## src/rtl/seq_ntt_engine.sv

```systemverilog
// Sequential N-point naive NTT: streams in N coefficients, computes X[i] = sum x[j]*omega^(i*j) mod m
// with one modular MAC per cycle, streams out N results. Optional inverse scaling under NTT_INVERSE_EN.
module seq_ntt_engine #(
    parameter int unsigned N = 8,
    parameter int unsigned W = 8
) (
    input  logic         clk,
    input  logic         rst_n,
    input  logic         s_valid,
    output logic         s_ready,
    input  logic [W-1:0] s_data,
    input  logic [W-1:0] omega,
    input  logic [W-1:0] mod,
    output logic         m_valid,
    input  logic         m_ready,
    output logic [W-1:0] m_data,
    output logic         m_last,
    output logic         busy
`ifdef NTT_INVERSE_EN
    ,
    input  logic         inv,
    input  logic [W-1:0] ninv
`endif
);

    localparam int unsigned LW = (N > 1) ? $clog2(N) : 1;
    localparam int unsigned PW = 2 * W;
    localparam int unsigned SW = 2 * W + 1;
    localparam logic [LW-1:0] LAST = LW'(N - 1);

    typedef enum logic [1:0] {IDLE, LOAD, COMPUTE, OUTPUT} state_t;

    // Full modulo; a zero modulus yields zero instead of an undefined divide.
    function automatic logic [W-1:0] reduce(input logic [SW-1:0] v, input logic [W-1:0] m);
        logic [SW-1:0] r;
        r = '0;
        if (m != '0) r = v % SW'(m);
        return W'(r);
    endfunction

    state_t        state;
    logic [LW-1:0] in_cnt, row, col, k;
    logic [W-1:0]  acc_q, f_q, w_q, omega_q, mod_q;
    logic          scale_q;
    logic          inv_act;
    logic [W-1:0]  xbuf [N];
    logic [W-1:0]  ybuf [N];

    logic [W-1:0]  x_cur_c, f_cur_c, acc_cur_c, mac_c, fnext_c, wnext_c, y_wd_c;
    logic          x_we_c, y_we_c;

`ifdef NTT_INVERSE_EN
    logic          inv_q;
    logic [W-1:0]  ninv_q;
    assign inv_act = inv_q;
`else
    assign inv_act = 1'b0;
`endif

    // MAC datapath and buffer write controls
    always_comb begin
        x_cur_c   = xbuf[col];
        f_cur_c   = (col == '0) ? reduce(SW'(1), mod_q) : f_q;
        acc_cur_c = (col == '0) ? '0 : acc_q;
        mac_c     = reduce(SW'(acc_cur_c) + SW'(PW'(x_cur_c) * PW'(f_cur_c)), mod_q);
        fnext_c   = reduce(SW'(PW'(f_cur_c) * PW'(w_q)), mod_q);
        wnext_c   = reduce(SW'(PW'(w_q) * PW'(omega_q)), mod_q);
        y_wd_c    = mac_c;
`ifdef NTT_INVERSE_EN
        if (scale_q) y_wd_c = reduce(SW'(PW'(acc_q) * PW'(ninv_q)), mod_q);
`endif
        x_we_c = s_valid && s_ready && ((state == IDLE) || (state == LOAD));
        y_we_c = (state == COMPUTE) && (scale_q || ((col == LAST) && !inv_act));
    end

    always_ff @(posedge clk) begin
        if (x_we_c) xbuf[in_cnt] <= s_data;
        if (y_we_c) ybuf[row] <= y_wd_c;
    end

    always_ff @(posedge clk or negedge rst_n) begin
        if (!rst_n) begin
            state   <= IDLE;
            s_ready <= 1'b0;
            m_valid <= 1'b0;
            m_data  <= '0;
            m_last  <= 1'b0;
            busy    <= 1'b0;
            in_cnt  <= '0;
            row     <= '0;
            col     <= '0;
            k       <= '0;
            acc_q   <= '0;
            f_q     <= '0;
            w_q     <= '0;
            omega_q <= '0;
            mod_q   <= '0;
            scale_q <= 1'b0;
`ifdef NTT_INVERSE_EN
            inv_q   <= 1'b0;
            ninv_q  <= '0;
`endif
        end else begin
            case (state)
                IDLE: begin
                    s_ready <= 1'b1;
                    if (s_valid && s_ready) begin
                        omega_q <= omega;
                        mod_q   <= mod;
`ifdef NTT_INVERSE_EN
                        inv_q   <= inv;
                        ninv_q  <= ninv;
`endif
                        in_cnt  <= LW'(1);
                        busy    <= 1'b1;
                        state   <= LOAD;
                    end
                end
                LOAD: begin
                    if (s_valid) begin
                        if (in_cnt == LAST) begin
                            state   <= COMPUTE;
                            s_ready <= 1'b0;
                            in_cnt  <= '0;
                            row     <= '0;
                            col     <= '0;
                            scale_q <= 1'b0;
                            w_q     <= reduce(SW'(1), mod_q);
                        end else begin
                            in_cnt <= in_cnt + LW'(1);
                        end
                    end
                end
                COMPUTE: begin
                    if (scale_q || ((col == LAST) && !inv_act)) begin
                        // Row complete: X[row] is being written this cycle
                        scale_q <= 1'b0;
                        col     <= '0;
                        row     <= row + LW'(1);
                        if (!scale_q) w_q <= wnext_c;
                        if (row == LAST) begin
                            state   <= OUTPUT;
                            row     <= '0;
                            k       <= '0;
                            m_valid <= 1'b1;
                            m_data  <= ybuf[0];
                            m_last  <= 1'b0;
                        end
                    end else if (col == LAST) begin
                        acc_q   <= mac_c;
                        w_q     <= wnext_c;
                        scale_q <= 1'b1;
                    end else begin
                        acc_q <= mac_c;
                        f_q   <= fnext_c;
                        col   <= col + LW'(1);
                    end
                end
                OUTPUT: begin
                    if (m_ready) begin
                        if (k == LAST) begin
                            state   <= IDLE;
                            k       <= '0;
                            m_valid <= 1'b0;
                            m_last  <= 1'b0;
                            busy    <= 1'b0;
                            s_ready <= 1'b1;
                        end else begin
                            k      <= k + LW'(1);
                            m_data <= ybuf[k + LW'(1)];
                            m_last <= ((k + LW'(1)) == LAST);
                        end
                    end
                end
                default: state <= IDLE;
            endcase
        end
    end

endmodule

```

## config.mk

```make
export PLATFORM = sky130hd
export DESIGN_NAME = seq_ntt_engine
export DESIGN_NICKNAME = d
export VERILOG_FILES = /design/src/rtl/seq_ntt_engine.sv
export SDC_FILE = /design/constraint.sdc
export NUM_CORES = 2
export LEC_CHECK = 0
export CORE_MARGIN = 4
export CORE_UTILIZATION = 50
export CTS_BUF_LIST = sky130_fd_sc_hd__clkbuf_4 sky130_fd_sc_hd__clkbuf_8
export DETAILED_ROUTE_END_ITERATION = 12
export HOLD_SLACK_MARGIN = 0.08
export PLACE_DENSITY = 0.73
export SLEW_MARGIN = 20
export SYNTH_ARGS = -nofsm -noshare
export SYNTH_HDL_FRONTEND = slang
export SYNTH_SLANG_ARGS = --single-unit
export TNS_END_PERCENT = 5
```

## constraint.sdc

```tcl
create_clock -name clk -period 183.2 [get_ports clk]
set_clock_uncertainty 0.1 [all_clocks]
set_input_delay 36.64 -clock clk [delete_from_list [all_inputs] [get_ports clk]]
set_output_delay 36.64 -clock clk [all_outputs]
set_load 0.02 [all_outputs]
```

==> metrics.txt <==
# TYPE chip_impl_metric gauge
chip_impl_metric{name="gr-usage-met2",unit="%"} 42.04
chip_impl_info{name="synth_commonest_cells",value="ha_1, nand2_1, nor2_1"} 1
chip_impl_metric{name="synthesized_area_fraction_occupied_by_adder_cells",unit="%"} 24.34
chip_impl_metric{name="antenna_found_initial",unit=""} 3
chip_impl_metric{name="min_period_over_period",unit="%"} 43.78
chip_impl_info{name="startpoint_type",value="register"} 1
chip_impl_metric{name="power.leakage",unit="µW"} 0.01737
chip_impl_metric{name="edff_count_synth",unit=""} 128
chip_impl_info{name="top_post_synthesis_cells_by_area",value="ha_1, edfxtp_1, fa_1, o21a_1, dfrtp_1"} 1
chip_impl_metric{name="library_cells_used_by_synthesis",unit=""} 125
chip_impl_metric{name="flow.area_growth_from_synthesis",unit="%"} 5.177
chip_impl_metric{name="p_seq_share",unit="%"} 56.0
chip_impl_metric{name="routabilityCongestion",unit=""} 0.9484
chip_impl_metric{name="worstPathBufferInverterCount",unit=""} 16
chip_impl_metric{name="detail_route.wl_per_cell",unit="µm"} 17.75
chip_impl_metric{name="critPathMaxFanout",unit=""} 34
chip_impl_metric{name="seq_area_frac_synth",unit="%"} 14.51
chip_impl_metric{name="number_of_synthesized_register_bits",unit=""} 195
chip_impl_metric{name="power.share.combinational",unit="%"} 1.4
chip_impl_metric{name="drv.max_cap_violation_count",unit=""} 0
chip_impl_metric{name="worst_slew_margin_rel",unit="%"} 26.02
chip_impl_metric{name="postRouteAntennaNets",unit=""} 0
chip_impl_metric{name="finish.instance_area",unit="mm²"} 0.04001
chip_impl_metric{name="crit_path_max_incr_delay",unit="ns"} 0.76
chip_impl_metric{name="required",unit="ns"} 183.32
chip_impl_metric{name="clk_path_buf_depth",unit=""} 2
chip_impl_metric{name="cp.arrival",unit="ns"} 80.33
chip_impl_info{name="synth_area_leader_cell",value="ha_1"} 1
chip_impl_metric{name="postRouteWirelength",unit="mm"} 99.96
chip_impl_metric{name="io_buffer_count",unit=""} 39
chip_impl_metric{name="clockPowerShare",unit="%"} 42.5
chip_impl_metric{name="setup_ws",unit="ns"} 102.99
chip_impl_info{name="primary_flip_flop_cell_chosen_by_synthesis_mapping",value="edfxtp_1"} 1
chip_impl_info{name="end_kind",value="register"} 1
chip_impl_metric{name="ctsHoldBuffers",unit=""} 0
chip_impl_metric{name="ctsHtreeMaxLevel",unit=""} 4
chip_impl_metric{name="synth_simple_gate_area_share",unit="%"} 21.06
chip_impl_metric{name="route.vias.total",unit=""} 34650
chip_impl_metric{name="worst_pin_slew",unit="ns"} 1.110
chip_impl_metric{name="overall_track_demand_over_capacity_in_global_routing",unit="%"} 24.05
chip_impl_metric{name="die_h",unit="µm"} 283.8
chip_impl_metric{name="p_sw_share",unit="%"} 29.25
chip_impl_info{name="rsz0062_at_grt",value="false"} 1
chip_impl_metric{name="cts_sinks",unit=""} 195
chip_impl_metric{name="hpwlAfterDp",unit="mm"} 76.88
chip_impl_metric{name="largest_net_degree_at_the_start_of_global_routing",unit=""} 60
chip_impl_metric{name="min_period",unit="ns"} 80.21
chip_impl_metric{name="cts_setup_buffers",unit=""} 0
chip_impl_info{name="slowest_cell_on_crit_path",value="clkinv_2"} 1
chip_impl_metric{name="cts_inserted_buffers",unit=""} 17
chip_impl_metric{name="met3_usage",unit="%"} 1.871
chip_impl_metric{name="synth.yosys.warnings",unit=""} 0
chip_impl_metric{name="drt-pass1-iter-count",unit=""} 6
chip_impl_metric{name="drt_iter0_drc",unit=""} 2440
chip_impl_info{name="yosys.cell_count.top_type",value="ha_1"} 1
chip_impl_metric{name="intPower",unit="µW"} 58.98
chip_impl_metric{name="post_synth_mux_area_share",unit="%"} 7.624
chip_impl_metric{name="detail_route.drc_violations",unit=""} 0
chip_impl_metric{name="core-area",unit="mm²"} 0.07495
chip_impl_info{name="cts_root_buf",value="clkbuf_8"} 1
chip_impl_metric{name="grt_first_pass_wirelength",unit="mm"} 164.0
chip_impl_metric{name="synth_async_sr_flop_share",unit="%"} 34.36
chip_impl_metric{name="fraction_of_final_layout_cells_sized_beyond_drive_strength_1",unit="%"} 7.509
chip_impl_info{name="combinational_family_with_the_most_area_after_synthesis",value="adder cells"} 1
chip_impl_metric{name="synth_xor_xnor_area_share",unit="%"} 4.789
chip_impl_metric{name="setup_total_negative_slack",unit="ns"} 0
chip_impl_metric{name="post_synth_inst_count",unit=""} 4657
chip_impl_metric{name="first_global_vias",unit=""} 32771
chip_impl_metric{name="vdd_drop_max",unit="µV"} 5.045
chip_impl_metric{name="switchingPower",unit="µW"} 24.40
chip_impl_metric{name="clk_latency",unit="ns"} 0.55
chip_impl_metric{name="cts.repair.resized",unit=""} 0
chip_impl_info{name="critPathKind",value="register to register"} 1
chip_impl_info{name="hp-class",value="register to register"} 1
chip_impl_info{name="tritoncts_clock_tree",value="done"} 1
chip_impl_metric{name="syn-num-nets",unit=""} 5352
chip_impl_info{name="path_delay_family",value="compound AO/OA/AOI/OAI gates"} 1
chip_impl_info{name="outcome",value="complete, no violations"} 1
chip_impl_metric{name="hold_violations",unit=""} 0
chip_impl_metric{name="syn_area",unit="mm²"} 0.03804
chip_impl_metric{name="power-per-cell-area",unit="mW/mm²"} 2.084
chip_impl_info{name="grt-busiest-layer",value="met2"} 1
chip_impl_metric{name="final-setup-viol-count",unit=""} 0
chip_impl_info{name="worst_path_most_repeated_cell",value="o21a_1"} 1
chip_impl_metric{name="grt.overflow.total",unit=""} 0
chip_impl_metric{name="path_clk_slew",unit="ns"} 0.16
chip_impl_metric{name="synth_compound_area_share",unit="%"} 23.51
chip_impl_metric{name="floorplan_die_area",unit="mm²"} 0.08056
chip_impl_metric{name="synth_largest_type_area_fraction",unit="%"} 18.02
chip_impl_metric{name="row_count",unit=""} 100
chip_impl_metric{name="start_util",unit="%"} 50.76
chip_impl_metric{name="max_freq",unit="MHz"} 12.47
chip_impl_metric{name="fin_nets",unit=""} 5343
chip_impl_metric{name="met1_usage",unit="%"} 32.20
chip_impl_metric{name="preCtsSetupSlack",unit="ns"} 104.36
chip_impl_metric{name="boundaryPins",unit=""} 40
chip_impl_metric{name="viasPerCell",unit=""} 6.153
chip_impl_metric{name="placed_area",unit="mm²"} 0.03953
chip_impl_metric{name="avgSynthCellArea",unit="µm²"} 8.168
chip_impl_metric{name="fp.dieW",unit="µm"} 283.8
chip_impl_metric{name="slew_limit_fails",unit=""} 0
==> flip-flops by register name (all words and copies together) (netlist names), 8 cells and up <==
register / flops
ybuf: 64
acc_q: 8
omega_q: 8
xbuf: 64
f_q: 8
m_data: 8
w_q: 8
mod_q: 8
==> tightest hold or removal path: cells and delay by family (launching register included) <==
| family | cells | cell delay, ns |
|---|---|---|
| AOI/OAI and AO/OA | 1 | 0.06 |
| DFF | 1 | 0.37 |
| and+or+nand+nor | 1 | 0.05 |
==> area by class of cell <==
cell class / count / area [µm²]
diodes: 1 / 2.502
clock buffers: 17 / 234.0
clock inverters: 15 / 240.2
fillers: 6872 / 34940
inverters: 296 / 1115
multi-input cells: 4054 / 30960
flip-flops and latches: 195 / 5522
well taps: 969 / 1212
repair buffers: 84 / 725.7
==> metrics by stage <==
step	util, %	cells	hold WS (ns)	power [µW]
2_1_floorplan	-	4657	0.3402	47.74
3_3_place_gp	52.74	5598	0.3650	48.87
3_5_place_dp	52.74	5598	0.3755	48.88
4_1_cts	53.38	5630	0.4063	84.10
5_1_grt	53.38	5631	0.4145	85.46
6_report	53.38	5631	0.4029	83.40
==> cells by family (layout without fill, tap and decap cells) <==
| kind of cell | Yosys count | after routing |
|---|---|---|
| and+or+nand+nor | 1610 | 1610 |
| AOI/OAI and AO/OA | 1335 | 1335 |
| adders and majority gates | 669 | 669 |
| buffers and inverters | 408 | 412 |
| muxes | 231 | 231 |
| xor gates and xnor gates | 208 | 208 |
| DFF | 195 | 195 |
| other | 1 | 2 |
==> power by group through the flow <==
stage / Sequential, µW / Clock [µW] / Combinational (µW)
6_report: 46.7 / 35.5 / 1.21
5_1_grt: 46.7 / 37.4 / 1.34
3_5_place_dp: 47.6 / 0 / 1.23
4_1_cts: 46.7 / 36.2 / 1.23
2_1_floorplan: 47.7 / 0 / 0.0772
3_3_place_gp: 47.6 / 0 / 1.22
==> layout by cell type, fill, tap and decap left out, types with 75 or more instances in the layout <==
cell type  instances
ha_1             548
nand2_1          381
nor2_1           365
inv_1            288
o21ai_0          275
a21oi_1          262
nor3_1           251
o21a_1           231
a21o_1           149
edfxtp_1         128
xnor2_1          125
mux2_2           125
fa_1             119
nor2b_1          108
nand2b_1          92
and2_1            86
xor2_1            83
o31ai_1           82
nand3_1           75
==> layer usage <==
metal	vias up	wire (µm)	part of all wire [%]
li1	17165	-	-
met1	16405	45250	45
met2	929	47660	48
met3	151	4763	4.8
met4	0	2291	2.3
met5	-	0	0
==> path summary, 6_finish.rpt <==
check                                             end  slack (ns)  cells after the start                  from
worst max-delay path             ybuf[1][0]$_DFFE_PP_      102.99                    335  mod_q[1]$_DFFE_PN0P_
worst min-delay path               m_last$_DFFE_PN0P_        0.40                      2    m_last$_DFFE_PN0P_
worst max register to register   ybuf[1][0]$_DFFE_PP_      102.99                    335  mod_q[1]$_DFFE_PN0P_
worst min register to register     m_last$_DFFE_PN0P_        0.40                      2    m_last$_DFFE_PN0P_
max in group asynchronous        mod_q[0]$_DFFE_PN0P_      146.09                      2                 rst_n
min in group asynchronous       m_data[4]$_DFFE_PN0P_       35.80                      1                 rst_n
Note: power is estimated with default switching activity, not from simulation.
